$ cat src/rtl/fmul_pipe.sv
// fmul_pipe: three-stage pipelined IEEE-754 single-precision multiplier, flush-to-zero, no NaN.
// Ports:
//   clk, rstn          clock, synchronous active-low reset
//   en                 pipeline advance; 0 freezes every stage
//   in_valid, x, y     new operand pair this cycle
//   tag_in             tag travelling with the operation
//   out_valid, res     completed product
//   tag_out            tag of the completed product
module fmul_pipe #(
    parameter int TAG_W = 5
) (
    input  logic             clk,
    input  logic             rstn,
    input  logic             en,
    input  logic             in_valid,
    input  logic [31:0]      x,
    input  logic [31:0]      y,
    input  logic [TAG_W-1:0] tag_in,
    output logic             out_valid,
    output logic [31:0]      res,
    output logic [TAG_W-1:0] tag_out
);
    // stage 1: unpack, classify, exponent sum
    logic             v1_q, s1_q, z1_q, inf1_q;
    logic [TAG_W-1:0] tag1_q;
    logic signed [9:0] e1_q, e1_d;
    logic [23:0]      ma1_q, mb1_q;
    // stage 2: product, normalise
    logic             v2_q, s2_q, z2_q, inf2_q, g2_q, st2_q;
    logic             g2_d, st2_d;
    logic [TAG_W-1:0] tag2_q;
    logic signed [9:0] e2_q, e2_d;
    logic [22:0]      m2_q, m2_d;
    // stage 3: round, pack
    logic             v3_q;
    logic [TAG_W-1:0] tag3_q;
    logic [31:0]      res3_q, res3_d;
    logic [47:0]      p;
    logic             inc;
    logic [23:0]      mr;
    logic signed [9:0] ef;

    assign e1_d  = $signed({2'b0, x[30:23]}) + $signed({2'b0, y[30:23]}) - 10'sd127;
    assign p     = 48'(ma1_q) * 48'(mb1_q);
    assign m2_d  = p[47] ? p[46:24] : p[45:23];
    assign g2_d  = p[47] ? p[23] : p[22];
    assign st2_d = p[47] ? |p[22:0] : |p[21:0];
    assign e2_d  = e1_q + $signed({9'b0, p[47]});
    assign inc   = g2_q & (st2_q | m2_q[0]);
    // an all-ones mantissa rounding up leaves mr[22:0]=0 and carries into the exponent
    assign mr    = {1'b0, m2_q} + {23'b0, inc};
    assign ef    = e2_q + $signed({9'b0, mr[23]});
    // zero beats inf so inf*0 gives signed zero; underflow always gives +0
    assign res3_d = z2_q               ? {s2_q, 31'b0} :
                    inf2_q             ? {s2_q, 8'hff, 23'b0} :
                    (ef >= 10'sd255)   ? {s2_q, 8'hff, 23'b0} :
                    (ef <= 10'sd0)     ? 32'h0 :
                                         {s2_q, ef[7:0], mr[22:0]};

    always_ff @(posedge clk) begin
        if (!rstn) begin
            v1_q   <= 1'b0;
            s1_q   <= 1'b0;
            z1_q   <= 1'b0;
            inf1_q <= 1'b0;
            tag1_q <= '0;
            e1_q   <= '0;
            ma1_q  <= '0;
            mb1_q  <= '0;
            v2_q   <= 1'b0;
            s2_q   <= 1'b0;
            z2_q   <= 1'b0;
            inf2_q <= 1'b0;
            g2_q   <= 1'b0;
            st2_q  <= 1'b0;
            tag2_q <= '0;
            e2_q   <= '0;
            m2_q   <= '0;
            v3_q   <= 1'b0;
            tag3_q <= '0;
            res3_q <= '0;
        end else if (en) begin
            v1_q   <= in_valid;
            s1_q   <= x[31] ^ y[31];
            z1_q   <= (x[30:23] == 8'h00) | (y[30:23] == 8'h00);
            inf1_q <= (x[30:23] == 8'hff) | (y[30:23] == 8'hff);
            tag1_q <= tag_in;
            e1_q   <= e1_d;
            ma1_q  <= {1'b1, x[22:0]};
            mb1_q  <= {1'b1, y[22:0]};
            v2_q   <= v1_q;
            s2_q   <= s1_q;
            z2_q   <= z1_q;
            inf2_q <= inf1_q;
            g2_q   <= g2_d;
            st2_q  <= st2_d;
            tag2_q <= tag1_q;
            e2_q   <= e2_d;
            m2_q   <= m2_d;
            v3_q   <= v2_q;
            tag3_q <= tag2_q;
            res3_q <= res3_d;
        end
    end

    assign out_valid = v3_q;
    assign res       = res3_q;
    assign tag_out   = tag3_q;
endmodule

$ cat config.mk
export PLATFORM = sky130hd
export DESIGN_NAME = fmul_pipe
export DESIGN_NICKNAME = d
export VERILOG_FILES = /design/src/rtl/fmul_pipe.sv
export SDC_FILE = /design/constraint.sdc
export NUM_CORES = 2
export LEC_CHECK = 0
export CORE_ASPECT_RATIO = 1.2
export CORE_MARGIN = 5
export CORE_UTILIZATION = 25
export DETAILED_ROUTE_END_ITERATION = 8
export PLACE_DENSITY_LB_ADDON = 0.08
export RECOVER_POWER = 100
export SLEW_MARGIN = 40
export SYNTH_ARGS = -nofsm -noshare
export SYNTH_HDL_FRONTEND = slang
export SYNTH_SLANG_ARGS = --single-unit
export TNS_END_PERCENT = 50
$ cat constraint.sdc
create_clock -name clk -period 18.8 [get_ports clk]
set_clock_uncertainty 0.15 [all_clocks]
set_input_delay 4.7 -clock clk [delete_from_list [all_inputs] [get_ports clk]]
set_output_delay 4.7 -clock clk [all_outputs]
set_load 0.005 [all_outputs]
* Yosys cells after proc, flatten, opt, wreduce, memory -nomap -nowiden
Cells that the tools add are included.
Storage, ports and cells: register bits 149, word-level logic and storage cells 46, output and inout bits 38
Cells by class: add/sub/neg operators 5, $lt $le $gt $ge 2, eq/ne operators 2, multipliers 1, reduce and logical (&&, ||, !) cells 4, mux-type cells 7, bitwise logic cells 5
Operators by type and width (number):
- $mux 32 | 4
- $mul 24x24->48 | 1
- $add 23x1->24 | 1
- $mux 23 | 1
- $reduce_or 23->1 | 1
- $reduce_or 22->1 | 1
- $add 10x2->10 | 2
- $eq 8x8->1 const B | 2
- $logic_not 8->1 | 2
- $ge 10x9->1 const B | 1
- $le 10x1->1 const B | 1
- $sub 9x7->10 const B | 1
- $add 8x8->9 | 1
- $or 1x1->1 | 3
- $mux 1 | 2
- $and 1x1->1 | 1
- $xor 1x1->1 | 1

* Longest topological paths before layout
depth in word-level cells 9, mapped depth 36

* Least setup slack after synthesis
No wires, ideal clock.
kind reg2reg, from register mb1_q[3], to register e2_q[8], arrival 7.551 ns, required time 18.534 ns, period minus slack after synthesis 7.817 ns, stages on the path, launching flop included 36, setup slack 10.983 ns, path through dfxtp_1 clkbuf_1 nand2_1 fa_1 inv_1 fa_1 inv_1 fa_1 inv_1 fa_1 inv_1 fa_1 inv_1 fa_1 inv_1 fa_1 inv_1 ha_1 a21o_1 nor2b_1 a211oi_1 o21ba_2 o2111ai_2 a311o_1 a21oi_2 xnor2_2 inv_2 buf_4 ha_1 ha_1 nand3_1 nor2_1 nand3_1 xor2_1 nand2_1 o211a_1
On the way: cells in the longest elaborated chain, start to end 2
Ends and longest elaborated chain:
- start: declaration | RTL line 27 | logic [23:0] ma1_q, mb1_q;
- start signal: assignment | RTL line 90 | mb1_q <= {1'b1, y[22:0]};
- $mul 24x24->48 | RTL line 44 | assign p = 48'(ma1_q) * 48'(mb1_q);
- $add 10x2->10 | RTL line 48 | assign e2_d = e1_q + $signed({9'b0, p[47]});
- end signal: assignment | RTL line 77 | e2_q <= '0;
- end signal: assignment | RTL line 98 | e2_q <= e2_d;
- end: declaration | RTL line 32 | logic signed [9:0] e2_q, e2_d;
No other way between the ends. A chain may end at the register's enable or synchronous reset.

==> flow_summary_export.csv <==
group,metric,value,unit
routing,wire_per_inst,19.7,µm
worst_setup_path,slowest_delay,3.31,ns
routing,routed_wl,84900,µm
worst_setup_path,r2r-end,"e2_q[9]$_SDFFE_PN0P_",
routing,dr.first_iter.drc_count,942,
timing,fmax,0.0867,GHz
worst_setup_path,worstPathMaxFanout,85,
global_routing,grt_max_degree,88,
synth,dominantRegCellSynth,"dfxtp_1",
job,maxCapViolCount,3,
worst_setup_path,cp_slowest_cell,"clkbuf_1",
clock_network,worstSkewPairLatency,0.51,ns
placed_design,pre_cts_ws,9.70,ns
floorplanning,start_util,0.251,
global_routing,grt-ovfl-total,0,
clock_network,cts_htree_levels,4,
final_layout,area_delta_synth_final,11.8,%
final_layout,drive_above_1_share,0.0347,
synth,synthArstFlopShare,0,
power,internal-power,783,µW
clock_network,post_cts_buffers,0,
floorplanning,rows,129,
worst_setup_path,crit_path_end,"ma1_q[4]$_SDFFE_PN0P_",
worst_setup_path,path_buf_inv,2,
clock_network,clockBufferDepth,2,
clock_network,cts_buffers,17,
final_layout,layout_commonest_cell,"inv_1",
worst_setup_path,worstSetupStartpointType,"input pin",
routing,avgViaCountPerCell,4.50,
worst_setup_path,cp.required,19.07,ns
power,seqPwrFrac,0.268,
timing,hold_viol,0,
clock_network,cts_tree,"yes",
timing,setup_viol,0,
timing,finalCriticalPeriod,11.54,ns
power,p_leak,13.6,nW
worst_setup_path,crit_family,"buffers and inverters",
timing,tightest_slew,4.84,ns
synth,synth_nets,3673,
worst_setup_path,crit_type,"in2reg",
power,clockPowerShare,0.258,
floorplanning,die_w,304,µm
routing,first_pass_iters,5,
synth,synth_edf_count,0,
power,pwr-share-comb,0.474,
timing,fin_tns_setup,0,ns
routing,drtAntennaViolNets,0,
worst_setup_path,worstReg2RegStart,"ma1_q[8]$_SDFFE_PN0P_",
timing,drv_slew,199,
worst_setup_path,cp.depth,4,
placed_design,dpl.hpwl,63600,µm
floorplanning,die_h,362,µm
status,failed_checks,"max-capacitance violations, max-slew violations",
synth,avgSynthCellArea,8.84,µm²
worst_setup_path,cp-end-kind,"flip-flop",
placed_design,portBuffers,110,
power,ir_drop,0.0000748,V
synth,yosys_register_bits,148,
synth,ys_types,70,
power,net-switching-power,653,µW
worst_setup_path,r2r_cells,34,
final_layout,final_cell_mix,"546 x inv_1, 483 x fa_1, 388 x nand2_1",
clock_network,clock-sinks,148,
worst_setup_path,worstPathArrival,11.81,ns
clock_network,ctsResizeCount,0,
power,power_density,49.7,mW/mm²
worst_setup_path,cp_cell_sequence,"clkbuf_1 -> clkbuf_1 -> mux2i_1 -> nor2b_1",
worst_setup_path,reg2reg_slack,9.22,ns
floorplanning,io-pin-count,111,
worst_setup_path,startpoint,"en",
timing,min_period_over_period,0.614,
final_layout,fin_nets,3673,
global_routing,grt_antenna_before_repair,3,
worst_setup_path,critPathMostFrequentCell,"clkbuf_1",
timing,relSlewSlack,-2.23,
status,status,"complete, but fails checks",
routing,drc,0,
synth,yosys_warnings,0,
timing,rsz0062_at_grt,"no",
clock_network,cts_hold_buf,0,
timing,setup_ws,7.26,ns
clock_network,root_buffer,"clkbuf_16",
floorplanning,die_area,0.110,mm²
routing,via_count,19401,
synth,ys_seq_area_frac,0.115,
global_routing,grt_pass1_vias,21858,
placed_design,gp_congestion,0.820,
clock_network,path_clk_slew,0.08,ns
global_routing,grt_pass1_wl,134000,µm
global_routing,grt_usage,0.159,
floorplanning,core_area,0.103,mm²
synth,synthCells,2923,
power,sw_frac_of_total,0.455,
hold_path,worstHoldPathType,"reg2reg",
synth,synth_area,0.0258,mm²
==> metal layers <==
metal | part of all wire | global-route usage | routed length, µm | up-vias
met5 | 0.00024 | 0 | 20 | -
met4 | 0.019 | 0.0371 | 1610 | 2
met3 | 0.040 | 0.0253 | 3430 | 97
met2 | 0.46 | 0.257 | 39200 | 422
met1 | 0.48 | 0.225 | 40600 | 9958
li1 | - | - | - | 8922
==> flip-flops by register name, indices dropped and copies added (netlist names), 5 cells and up <==
register / cells
tag1_q: 5
mb1_q: 23
e2_q: 10
ma1_q: 24
res: 32
m2_q: 23
tag_out: 5
tag2_q: 5
e1_q: 10
==> cells in the mapped netlist (all sizes together) (47+ instances only) <==
cell type / count / area [µm²]
a21oi: 93 / 473
and2: 263 / 1650
clkbuf: 152 / 574
dfxtp: 148 / 2960
fa: 483 / 9670
ha: 194 / 2430
inv: 547 / 2050
mux2i: 78 / 781
nand2: 388 / 1460
nor2: 78 / 293
nor2b: 112 / 701
o21ai: 47 / 239
==> through the flow <==
step / utilization / std cells / hold slack, ns / power [mW] / area, µm²
after floorplan: - / 2923 / 0.304 / 0.825 / 25800
after global placement: 0.275 / 4279 / 0.294 / 1.08 / 28300
after detailed placement: 0.275 / 4279 / 0.296 / 1.07 / 28300
after CTS: 0.281 / 4311 / 0.317 / 1.47 / 28900
after global routing: 0.281 / 4311 / 0.337 / 1.56 / 28900
final: 0.281 / 4313 / 0.310 / 1.44 / 28900
==> how the worst min path moves through the flow <==
stage / start / endpoint / cells after the start
floorplan: s1_q$_SDFFE_PN0P_ / s1_q$_SDFFE_PN0P_ / 1
global placement: ma1_q[23]$_SDFFE_PN0P_ / ma1_q[23]$_SDFFE_PN0P_ / 1
detailed placement: ma1_q[23]$_SDFFE_PN0P_ / ma1_q[23]$_SDFFE_PN0P_ / 1
CTS: ma1_q[23]$_SDFFE_PN0P_ / ma1_q[23]$_SDFFE_PN0P_ / 1
global route: ma1_q[23]$_SDFFE_PN0P_ / ma1_q[23]$_SDFFE_PN0P_ / 1
finish: ma1_q[23]$_SDFFE_PN0P_ / ma1_q[23]$_SDFFE_PN0P_ / 1
==> power by group through the flow <==
stage / Sequential (mW) / Combinational (mW) / Clock (mW)
final: 0.385 / 0.680 / 0.371
after global routing: 0.389 / 0.770 / 0.400
after CTS: 0.386 / 0.691 / 0.389
after detailed placement: 0.393 / 0.675 / 0
after global placement: 0.392 / 0.685 / 0
after floorplan: 0.362 / 0.463 / 0
==> cells by family after synthesis <==
kind of cell | Yosys count | share of synthesized area
adder cells (fa/ha/maj) | 677 | 0.468
AO/OA/AOI/OAI | 271 | 0.0699
multiplexers | 78 | 0.0302
XOR/XNOR | 82 | 0.0281
buffers and inverters | 713 | 0.105
flip-flops | 148 | 0.115
AND/OR/NAND/NOR | 954 | 0.184
==> final cells by class <==
type | count | area, µm²
multi-input combinational | 2062 | 20200
clock inverter | 15 | 183
antenna | 2 | 5.00
tap | 1375 | 1720
sequential | 148 | 2990
fill | 11027 | 73900
timing repair buffer | 146 | 1360
clock buffer | 17 | 425
inverter | 548 | 2060
(Power assumes the default switching activity.)
